**src/rtl/uart_loader_ctrl.sv**
```systemverilog
`default_nettype none
// ============================================================================
// Module  : uart_loader_ctrl
// Brief   : UART byte-command boot loader (I/D/R/H) with shared-TX arbiter.
//           Optional mid-packet timeout: UART_LOADER_TIMEOUT_EN.
// Revision: 1.0
// ============================================================================
module uart_loader_ctrl #(
    parameter int unsigned RUN_DELAY = 100,
    parameter int unsigned TIMEOUT   = 5000000
) (
    input  logic        clk,
    input  logic        reset,
    input  logic        rx_rd,
    input  logic [7:0]  rx_dout,
    output logic [31:0] insn_addr,
    output logic [31:0] insn_din,
    output logic        insn_we,
    output logic [31:0] data_addr,
    output logic [31:0] data_din,
    output logic        data_we,
    output logic        run,
    input  logic        fifo_valid,
    input  logic [31:0] fifo_dout,
    output logic        fifo_rd_en,
    input  logic        tx_ready,
    output logic        tx_wr,
    output logic [31:0] tx_din,
    output logic        ack_drop
);

    localparam logic [7:0] CMD_I   = 8'h49;
    localparam logic [7:0] CMD_D   = 8'h44;
    localparam logic [7:0] CMD_R   = 8'h52;
    localparam logic [7:0] CMD_H   = 8'h48;
    localparam logic [7:0] ACK_OK  = 8'h4B;
    localparam logic [7:0] ACK_ERR = 8'h45;

    typedef enum logic [1:0] {
        S_IDLE    = 2'd0,
        S_ADDR    = 2'd1,
        S_LEN     = 2'd2,
        S_PAYLOAD = 2'd3
    } state_t;

    state_t      state, state_n;
    logic        rx_rd_q;
    logic [1:0]  idx;
    logic [7:0]  cmd;
    logic        is_data;
    logic [31:0] addr_q;
    logic [15:0] len_q;
    logic [15:0] word_cnt;
    logic [23:0] word_buf;
    logic        ack_full;
    logic [31:0] ack_word;
    logic        dly_active;
    logic [31:0] dly_cnt;

    logic        byte_acc;
    logic        wr_fire;
    logic        ack_push;
    logic [31:0] ack_val;
    logic        hdr_acc;
    logic        run_acc;
    logic        halt_acc;
    logic [15:0] len_n;
    logic        last_word;
    logic [31:0] wr_word;
    logic        take_ack;

`ifdef UART_LOADER_TIMEOUT_EN
    logic [31:0] tcnt;
`endif

    assign byte_acc = rx_rd && !rx_rd_q;
    assign wr_word  = {rx_dout, word_buf};
    // Ack slot may only be offered to the transmitter when no kick was issued last cycle.
    assign take_ack = tx_ready && !tx_wr && ack_full;

    always_comb begin
        state_n   = state;
        wr_fire   = 1'b0;
        ack_push  = 1'b0;
        ack_val   = 32'h0;
        hdr_acc   = 1'b0;
        run_acc   = 1'b0;
        halt_acc  = 1'b0;
        len_n     = {rx_dout, len_q[15:8]};
        last_word = (word_cnt == len_q - 16'd1);
        if (byte_acc) begin
            case (state)
                S_IDLE: begin
                    case (rx_dout)
                        CMD_I, CMD_D: begin
                            hdr_acc = 1'b1;
                            state_n = S_ADDR;
                        end
                        CMD_R: begin
                            run_acc  = 1'b1;
                            ack_push = 1'b1;
                            ack_val  = {ACK_OK, CMD_R, 16'h0000};
                        end
                        CMD_H: begin
                            halt_acc = 1'b1;
                            ack_push = 1'b1;
                            ack_val  = {ACK_OK, CMD_H, 16'h0000};
                        end
                        default: begin
                            ack_push = 1'b1;
                            ack_val  = {ACK_ERR, rx_dout, 16'h0000};
                        end
                    endcase
                end
                S_ADDR: begin
                    if (idx == 2'd3) state_n = S_LEN;
                end
                S_LEN: begin
                    if (idx == 2'd1) begin
                        if (len_n == 16'h0000) begin
                            ack_push = 1'b1;
                            ack_val  = {ACK_OK, cmd, 16'h0000};
                            state_n  = S_IDLE;
                        end else begin
                            state_n  = S_PAYLOAD;
                        end
                    end
                end
                default: begin
                    if (idx == 2'd3) begin
                        wr_fire = 1'b1;
                        if (last_word) begin
                            ack_push = 1'b1;
                            ack_val  = {ACK_OK, cmd, len_q};
                            state_n  = S_IDLE;
                        end
                    end
                end
            endcase
        end
`ifdef UART_LOADER_TIMEOUT_EN
        if (!byte_acc && state != S_IDLE && tcnt == TIMEOUT) begin
            ack_push = 1'b1;
            ack_val  = {ACK_ERR, cmd, 16'h0001};
            state_n  = S_IDLE;
        end
`endif
    end

    always_ff @(posedge clk) begin
        if (reset) begin
            state      <= S_IDLE;
            rx_rd_q    <= 1'b0;
            idx        <= 2'd0;
            cmd        <= 8'h00;
            is_data    <= 1'b0;
            addr_q     <= 32'h0;
            len_q      <= 16'h0;
            word_cnt   <= 16'h0;
            word_buf   <= 24'h0;
            ack_full   <= 1'b0;
            ack_word   <= 32'h0;
            ack_drop   <= 1'b0;
            dly_active <= 1'b0;
            dly_cnt    <= 32'h0;
            run        <= 1'b0;
            insn_addr  <= 32'h0;
            insn_din   <= 32'h0;
            insn_we    <= 1'b0;
            data_addr  <= 32'h0;
            data_din   <= 32'h0;
            data_we    <= 1'b0;
            tx_wr      <= 1'b0;
            tx_din     <= 32'h0;
            fifo_rd_en <= 1'b0;
        end else begin
            rx_rd_q  <= rx_rd;
            state    <= state_n;
            insn_we  <= 1'b0;
            data_we  <= 1'b0;
            ack_drop <= 1'b0;

            if (state_n != state)
                idx <= 2'd0;
            else if (byte_acc && state != S_IDLE)
                idx <= idx + 2'd1;

            if (hdr_acc) begin
                cmd      <= rx_dout;
                is_data  <= (rx_dout == CMD_D);
                word_cnt <= 16'h0;
            end
            if (byte_acc && state == S_ADDR) addr_q   <= {rx_dout, addr_q[31:8]};
            if (byte_acc && state == S_LEN)  len_q    <= len_n;
            if (byte_acc && state == S_PAYLOAD) word_buf <= {rx_dout, word_buf[23:8]};

            if (wr_fire) begin
                if (is_data) begin
                    data_addr <= addr_q;
                    data_din  <= wr_word;
                    data_we   <= 1'b1;
                end else begin
                    insn_addr <= addr_q;
                    insn_din  <= wr_word;
                    insn_we   <= 1'b1;
                end
                addr_q   <= addr_q + 32'd4;
                word_cnt <= word_cnt + 16'd1;
            end

            if (take_ack) ack_full <= 1'b0;
            if (ack_push) begin
                if (ack_full) begin
                    ack_drop <= 1'b1;
                end else begin
                    ack_full <= 1'b1;
                    ack_word <= ack_val;
                end
            end

            // A load header or halt cancels any pending start, including one expiring now.
            if (hdr_acc || halt_acc) begin
                run        <= 1'b0;
                dly_active <= 1'b0;
            end else if (run_acc) begin
                if (!run) begin
                    dly_active <= 1'b1;
                    dly_cnt    <= RUN_DELAY;
                end
            end else if (dly_active) begin
                dly_cnt <= dly_cnt - 32'd1;
                if (dly_cnt <= 32'd1) begin
                    run        <= 1'b1;
                    dly_active <= 1'b0;
                end
            end

            tx_wr      <= 1'b0;
            fifo_rd_en <= 1'b0;
            if (take_ack) begin
                tx_wr  <= 1'b1;
                tx_din <= ack_word;
            end else if (tx_ready && !tx_wr && fifo_valid) begin
                tx_wr      <= 1'b1;
                tx_din     <= fifo_dout;
                fifo_rd_en <= 1'b1;
            end
        end
    end

`ifdef UART_LOADER_TIMEOUT_EN
    always_ff @(posedge clk) begin
        if (reset || state == S_IDLE || byte_acc)
            tcnt <= 32'h0;
        else
            tcnt <= tcnt + 32'd1;
    end
`endif

endmodule
`default_nettype wire
```
**config.mk**
```make
export PLATFORM = sky130hd
export DESIGN_NAME = uart_loader_ctrl
export DESIGN_NICKNAME = d
export VERILOG_FILES = /design/src/rtl/uart_loader_ctrl.sv
export SDC_FILE = /design/constraint.sdc
export NUM_CORES = 1
export LEC_CHECK = 0
export BUFFER_PORTS_ARGS = -buffer_cell sky130_fd_sc_hd__buf_2
export CORE_UTILIZATION = 55
export DETAILED_ROUTE_END_ITERATION = 7
export GPL_TIMING_DRIVEN = 0
export PLACE_DENSITY_LB_ADDON = 0.3
export SLEW_MARGIN = 25
export SYNTH_ARGS = -nofsm -noshare
export SYNTH_HDL_FRONTEND = slang
export SYNTH_SLANG_ARGS = --single-unit
```
**constraint.sdc**
```tcl
create_clock -name clk -period 6.2 [get_ports clk]
set_clock_uncertainty 0.15 [all_clocks]
set_input_delay 1.24 -clock clk [delete_from_list [all_inputs] [get_ports clk]]
set_output_delay 1.24 -clock clk [all_outputs]
set_load 0.02 [all_outputs]
```
==> results of run 1 <==
## worst reg2reg max path: cells and delay by family (launching register included)
kind	cells	cell delay, ns
fa+ha+maj	1	0.23
simple gates	2	0.50
flops	1	0.30
buf+inv	4	0.87
compound gates	5	1.58
## synth_stat cells, drive strengths merged, types with 22 or more instances
cell type	instances	area share
nand2	419	0.11
dfxtp	329	0.47
a21oi	228	0.081
nor2	133	0.035
clkbuf	111	0.029
a211oi	43	0.023
o21ai	43	0.016
mux2i	42	0.030
nand3	39	0.014
nor3	31	0.012
nand4	30	0.014
buf	29	0.011
inv	23	0.0061
xor2	22	0.014
## how the worst max path moves through the flow
stage	start	endpoint	slack, ns	cells after the start
after floorplan	rx_dout[4]	dly_cnt[10]	2.62	9
after detailed placement	rx_dout[3]	ack_word[26]	1.95	9
after global routing	rx_dout[3]	ack_word[26]	2.23	9
after CTS	rx_dout[3]	ack_word[26]	2.49	9
final	rx_dout[3]	ack_word[26]	2.32	9
after global placement	rx_dout[3]	ack_word[26]	1.99	9
## final cells by class
| class | count | area [sq um] |
|---|---|---|
| well taps | 330 | 413 |
| clock inverters | 13 | 136 |
| flip-flops and latches | 329 | 6590 |
| clock buffers | 49 | 987 |
| diodes | 1 | 2.50 |
| inverters | 24 | 90.1 |
| multi-input cells | 1276 | 6910 |
| plain buffers | 140 | 566 |
| repair buffers | 206 | 1030 |
| fillers | 2165 | 8460 |
## stage by stage
stage	cell area (sq um)	power [mW]	cells
2_1_floorplan	14100	2.33	1769
3_3_place_gp	15600	2.40	2305
3_5_place_dp	15600	2.41	2305
4_1_cts	16700	4.41	2367
5_1_grt	16700	4.52	2367
6_report	16700	4.40	2368
## registers in the layout (all words and copies together) (netlist names), 2 cells and up
| name | cells |
|---|---|
| addr_q | 32 |
| data_addr | 32 |
| data_din | 32 |
| dly_cnt | 32 |
| insn_addr | 32 |
| insn_din | 32 |
| tx_din | 32 |
| ack_word | 27 |
| word_buf | 24 |
| len_q | 16 |
| word_cnt | 16 |
| cmd | 8 |
| idx | 2 |
| state | 2 |
## layer usage
| layer | global-route usage | routed length [microns] | part of all wire | vias up |
|---|---|---|---|---|
| met4 | 0.127 | 1370 | 0.032 | 0 |
| met2 | 0.523 | 19500 | 0.46 | 664 |
| li1 | - | - | - | 6594 |
| met5 | 0 | 0 | 0 | - |
| met1 | 0.405 | 17600 | 0.42 | 6498 |
| met3 | 0.0614 | 3820 | 0.090 | 98 |
## where the power goes
part	switching, mW	internal [mW]	leakage, nW
logic	0.143	0.0699	3.32
registers	0.0112	2.14	2.66
clock network	0.840	1.20	0.557
total	0.994	3.41	6.53
## cells by family (layout without fill, tap and decap cells)
| group | Yosys count | after routing |
|---|---|---|
| and+or+nand+nor | 768 | 768 |
| AOI/OAI and AO/OA | 409 | 409 |
| DFF | 329 | 329 |
| buffers and inverters | 164 | 432 |
| muxes | 53 | 53 |
| xor gates and xnor gates | 39 | 39 |
| adders and majority gates | 7 | 7 |
| other | 0 | 1 |
==> key figures, run 1 <==
Run status
  – Status: completed

Worst setup path
  – Worst r2r dst: ack_word[20]
  – Crit-path most repeated cell: o21a_1
  – Crit path DAT: just over 4 ns
  – Reg2reg start: len_q[0]
  – CP Cell Sequence: buf_2 -> clkbuf_1 -> or3b_2 -> a211oi_1 -> nor3_1 -> o21a_1 -> o21ai_0 -> o211a_1 -> o21a_1
  – Worst R2R Setup Slack: between 2 and 2.5 ns
  – Worst-path maximum fanout: 10
  – Worst path top cell family by delay: compound AO/OA/AOI/OAI gates
  – Crit Path Category: input pin to flop
  – Crit path buf inv count: 2
  – Setup crit start kind: input pin
  – Slowest-stage cell, CP: nor3_1
  – Slowest Stage Delay on Critical Path: between 0.6 and 0.7 ns
  – WP data required: 6.46 ns
  – Worst setup EP type: flop
  – Reg2Reg Depth: 12

Synth
  – Largest family of logic cells by synthesized area: simple AND/OR/NAND/NOR gates
  – Post-synthesis compound-gate area fraction: 0.175
  – Seq/Total Area, Yosys: 0.466
  – Synthesis Warnings: 0
  – Mapped Area: between 10000 and 15000 sq um
  – EDFF count, synth: 0
  – Ys async rst share: 0
  – Multiplexer share of the synthesized area: 0.0385
  – Area share of and/or/nand/nor cells after synthesis: 0.243
  – Syn Area/Cell: approximately 8 sq um
  – Syn nets: approximately 1.8k
  – Synth Flop Type: dfxtp_1
  – Syn Inst Count: 1769
  – XOR/XNOR share of the synthesized area: 0.0252
  – Fraction of the mapped netlist area in adder cells: 0.00619
  – Seq cells post-synth: between 300 and 400
  – Unique masters post-synth: 75

Clock network
  – PostCTS Resize Cnt: 0
  – TritonCTS clock tree: done
  – Bufs on Longest Clock Path: 3
  – Setup Fix Bufs, Post-CTS: 0
  – Num Clock Sinks: roughly 330
  – Worst-skew pair later-pin latency: around 0.52 ns
  – Cts bufs inserted: 34
  – Reg clk slew, reported paths: about 0.06 ns
  – Root buffer cell: clkbuf_16
  – CTS Hold Bufs: 0
  – H-tree levels: 2

Global routing
  – GRT Residual Overflow: 0
  – Vias in the first global route: roughly 13k
  – Initial antenna violation count: 0
  – Total Routing Usage GR: 0.316
  – Largest net degree at the start of global routing: 15
  – First-pass GRT wire length: approximately 67 mm

Floorplan
  – I/O Pins: 211
  – Die area: around 26000 sq um
  – Die height: between 150 and 200 microns
  – Core area: between 20000 and 30000 sq um
  – Row count: 58
  – Horiz. Die Dim: 162 microns
  – Initial Utilization: 0.562

Timing
  – Final setup fails: 0
  – Post-route setup slack: 2.32 ns
  – Max-slew headroom: 0.296
  – Hold Vio Cnt, Final: 0
  – Worst-margin pin slew: roughly 1.1 ns
  – Tcrit/Tclk final: 0.625
  – Fin. max-slew vios: 0
  – RSZ-0062 raised after global routing: no
  – Fmax: around 260 MHz
  – WHS: between 0.2 and 0.3 ns
  – Setup TNS: 0 ns
  – Min Tclk post-route: a little under 4 ns

Placed design
  – Pre-CTS WS: about 2.0 ns
  – DP Wirelength: between 30 and 40 mm
  – GP Congestion: around 0.95
  – Port Buf Inserts: 206

Route
  – Vias after detailed routing: 13.9k
  – DR iter-0 viols: 1318
  – ANT nets after route: 0
  – Drt pass-1 iters: 5
  – Final wirelength: 42.3 mm
  – DR WL/cell: approximately 18 microns
  – Drt drc: 0
  – Post-DR vias/cell: 5.85

Hold path
  – Hold path depth: 2
  – Worst min path class: flop to flop
  – Hold path startpoint: insn_addr[12]
  – WHS Endpoint: insn_addr[12]

Pwr
  – Static leakage: 6.53 nW
  – Power Density: around 260 nW/um^2
  – Worst VDD drop: around 210 uV

Job
  – Max Cap Violations: 0

Cells and area
  – Commonest non-fill, non-tap cells in the layout: nand2_1 (419), dfxtp_1 (329), a21oi_1 (228)
  – Most common cell after layout, fill and taps aside: nand2_1
  – Nets: roughly 2.1k
  – Area Overhead vs Synth: 18.2%
  – Final Util: 0.664
  – Share of cells above drive strength 1: 0.152
(Power assumes the default switching activity.)
==> run 2: changes to the inputs <==
==> constraint.sdc (replaced) <==
create_clock -name clk -period 3.6 [get_ports clk]
set_clock_uncertainty 0.15 [all_clocks]
set_input_delay 0.72 -clock clk [delete_from_list [all_inputs] [get_ports clk]]
set_output_delay 0.72 -clock clk [all_outputs]
set_load 0.02 [all_outputs]
==> key figures, run 2 (synthesized netlist as in run 1, its figures left out) <==
Cells and area
  – Commonest non-fill, non-tap cells in the layout: nand2_1 (419), dfxtp_1 (328), a21oi_1 (228)
  – Most common cell after layout, fill and taps aside: nand2_1
  – Share of cells above drive strength 1: 0.153
  – Fin cells: 2368
  – Area Overhead vs Synth: 18.2%
  – Nets: approximately 2.1k
  – Final Util: 0.664
  – Antenna Diode Count: 0

Floorplan
  – Initial Utilization: 0.562
  – Die area: about 26000 sq um
  – Core area: 25200 sq um
  – Row count: between 50 and 60
  – Die height: about 160 microns
  – Horiz. Die Dim: 162 microns
  – I/O Pins: approximately 210

Clock network
  – Reg clk slew, reported paths: 0.06 ns
  – H-tree levels: 2
  – TritonCTS clock tree: done
  – Cts bufs inserted: 34
  – Bufs on Longest Clock Path: 3
  – Num Clock Sinks: approximately 330
  – Root buffer cell: clkbuf_16
  – CTS Hold Bufs: 0
  – Worst-skew pair later-pin latency: between 0.5 and 0.6 ns

Run status
  – Status: completed

Pwr
  – Power Density: approximately 450 nW/um^2
  – Worst VDD drop: between 300 and 400 uV
  – Internal power: approximately 5.9 mW
  – Share of power burned in combinational logic: 0.048
  – Clk pwr share: 0.463
  – Static leakage: 6.54 nW
  – Switching power: between 1.5 and 2 mW
  – Sequential share of power: 0.489
  – Sw frac: 0.225

Timing
  – Fin. max-slew vios: 0
  – Hold Vio Cnt, Final: 0
  – WHS: approximately 0.3 ns
  – Final setup fails: 0
  – Min Tclk post-route: 3.47 ns
  – Fmax: around 290 MHz
  – RSZ-0062 raised after global routing: no
  – Max-slew headroom: 0.307
  – Tcrit/Tclk final: 0.964
  – Worst-margin pin slew: about 1.0 ns

Route
  – DR iter-0 viols: 1274
  – Drt pass-1 iters: 5
  – DR WL/cell: 17.8 microns
  – ANT nets after route: 0
  – Vias after detailed routing: 13.8k
  – Drt drc: 0
  – Post-DR vias/cell: between 5 and 6
  – Final wirelength: 42.2 mm

Worst setup path
  – Slowest-stage cell, CP: dfxtp_1
  – Worst setup EP type: flop
  – Slowest Stage Delay on Critical Path: ~0.5 ns
  – Setup crit start kind: flop
  – WP data required: 3.88 ns
  – Crit path buf inv count: 3
  – Worst path top cell family by delay: compound AO/OA/AOI/OAI gates
  – CP Cell Sequence: inv_1 -> ha_1 -> clkbuf_1 -> nor2b_1 -> or3_1 -> a31o_2 -> a2111oi_0 -> o2111a_2 -> o21ai_4 -> buf_6 -> a221oi_2
  – Worst-path maximum fanout: 10
  – Crit path DAT: 3.75 ns
  – Crit Path Category: flop to flop

Placed design
  – GP Congestion: ~0.95
  – Port Buf Inserts: ~210
  – DP Wirelength: ~30 mm
  – Placed cells: between 2k and 2.5k

Global routing
  – GRT Residual Overflow: 0
  – Grt met1 use: 0.405
  – Largest net degree at the start of global routing: 15
  – Vias in the first global route: ~13k
  – M3 GR Usage: 0.0614
  – Initial antenna violation count: 0
  – Met2 GRT Util: 0.523
  – GR peak layer: met2
  – First-pass GRT wire length: roughly 67 mm
  – Total Routing Usage GR: 0.316

Hold path
  – Worst min path class: flop to flop

Job
  – Max Cap Violations: 0
==> run 2: cell types whose count changed in the layout (fill, tap and decap cells not counted) <==
cell / previous run / this run
buf_4: 4 / 6
clkbuf_1: 118 / 117
dfxtp_1: 329 / 328
dfxtp_2: 0 / 1
diode_2: 1 / 0
==> run 2: timing repair <==
item | in CTS | in global routing
endpoints found under the setup margin | 16 | 11
gates resized for setup | 0 | 1
pin swaps | 0 | 1
setup buffers | 0 | 2
==> run 2: layer usage <==
| layer | vias up | wire [microns] |
|---|---|---|
| met5 | - | 0 |
| li1 | 6592 | - |
| met1 | 6462 | 17500 |
| met3 | 112 | 3810 |
| met4 | 0 | 1510 |
| met2 | 659 | 19400 |
==> run 2: worst paths after layout <==
| check | from | to | slack (ns) | cells past startpoint |
|---|---|---|---|---|
| worst max-delay path | len_q[1] | ack_word[20] | 0.13 | 11 |
| worst min-delay path | insn_addr[12] | insn_addr[12] | 0.30 | 2 |
| worst max register to register | len_q[1] | ack_word[20] | 0.13 | 11 |
| worst min register to register | insn_addr[12] | insn_addr[12] | 0.30 | 2 |
==> run 2: per-stage QoR <==
| step | power, mW | TNS, ns | area, sq um | setup WS, ns |
|---|---|---|---|---|
| CTS | 7.60 | 0 | 16700 | 0.0692 |
| global placement | 4.14 | -0.193 | 15600 | -0.0931 |
| detailed placement | 4.14 | -0.410 | 15600 | -0.126 |
| floorplan | 4.01 | 0 | 14100 | 0.529 |
| finish | 7.58 | 0 | 16700 | 0.130 |
| global route | 7.79 | 0 | 16700 | 0.0208 |
==> run 2: area by class of cell <==
class	count	area (sq um)
fill	2165	8450
clock inverter	13	136
timing repair buffer	208	1050
multi-input combinational	1276	6910
buffer	139	562
tap	330	413
clock buffer	49	987
inverter	24	90.1
sequential	329	6590
==> run 2: worst min-delay path: stages (launching register included) <==
cell and delay (ns):
dfxtp_1 0.30, nand2_1 0.05, a21oi_1 0.05
==> run 2: power by group through the flow <==
stage                     logic [mW]  clock network [mW]  registers [mW]
final                          0.367                3.51            3.70
after global routing           0.393                3.69            3.70
after CTS                      0.363                3.53            3.70
after detailed placement       0.360                   0            3.78
after global placement         0.356                   0            3.78
after floorplan                0.193                   0            3.82
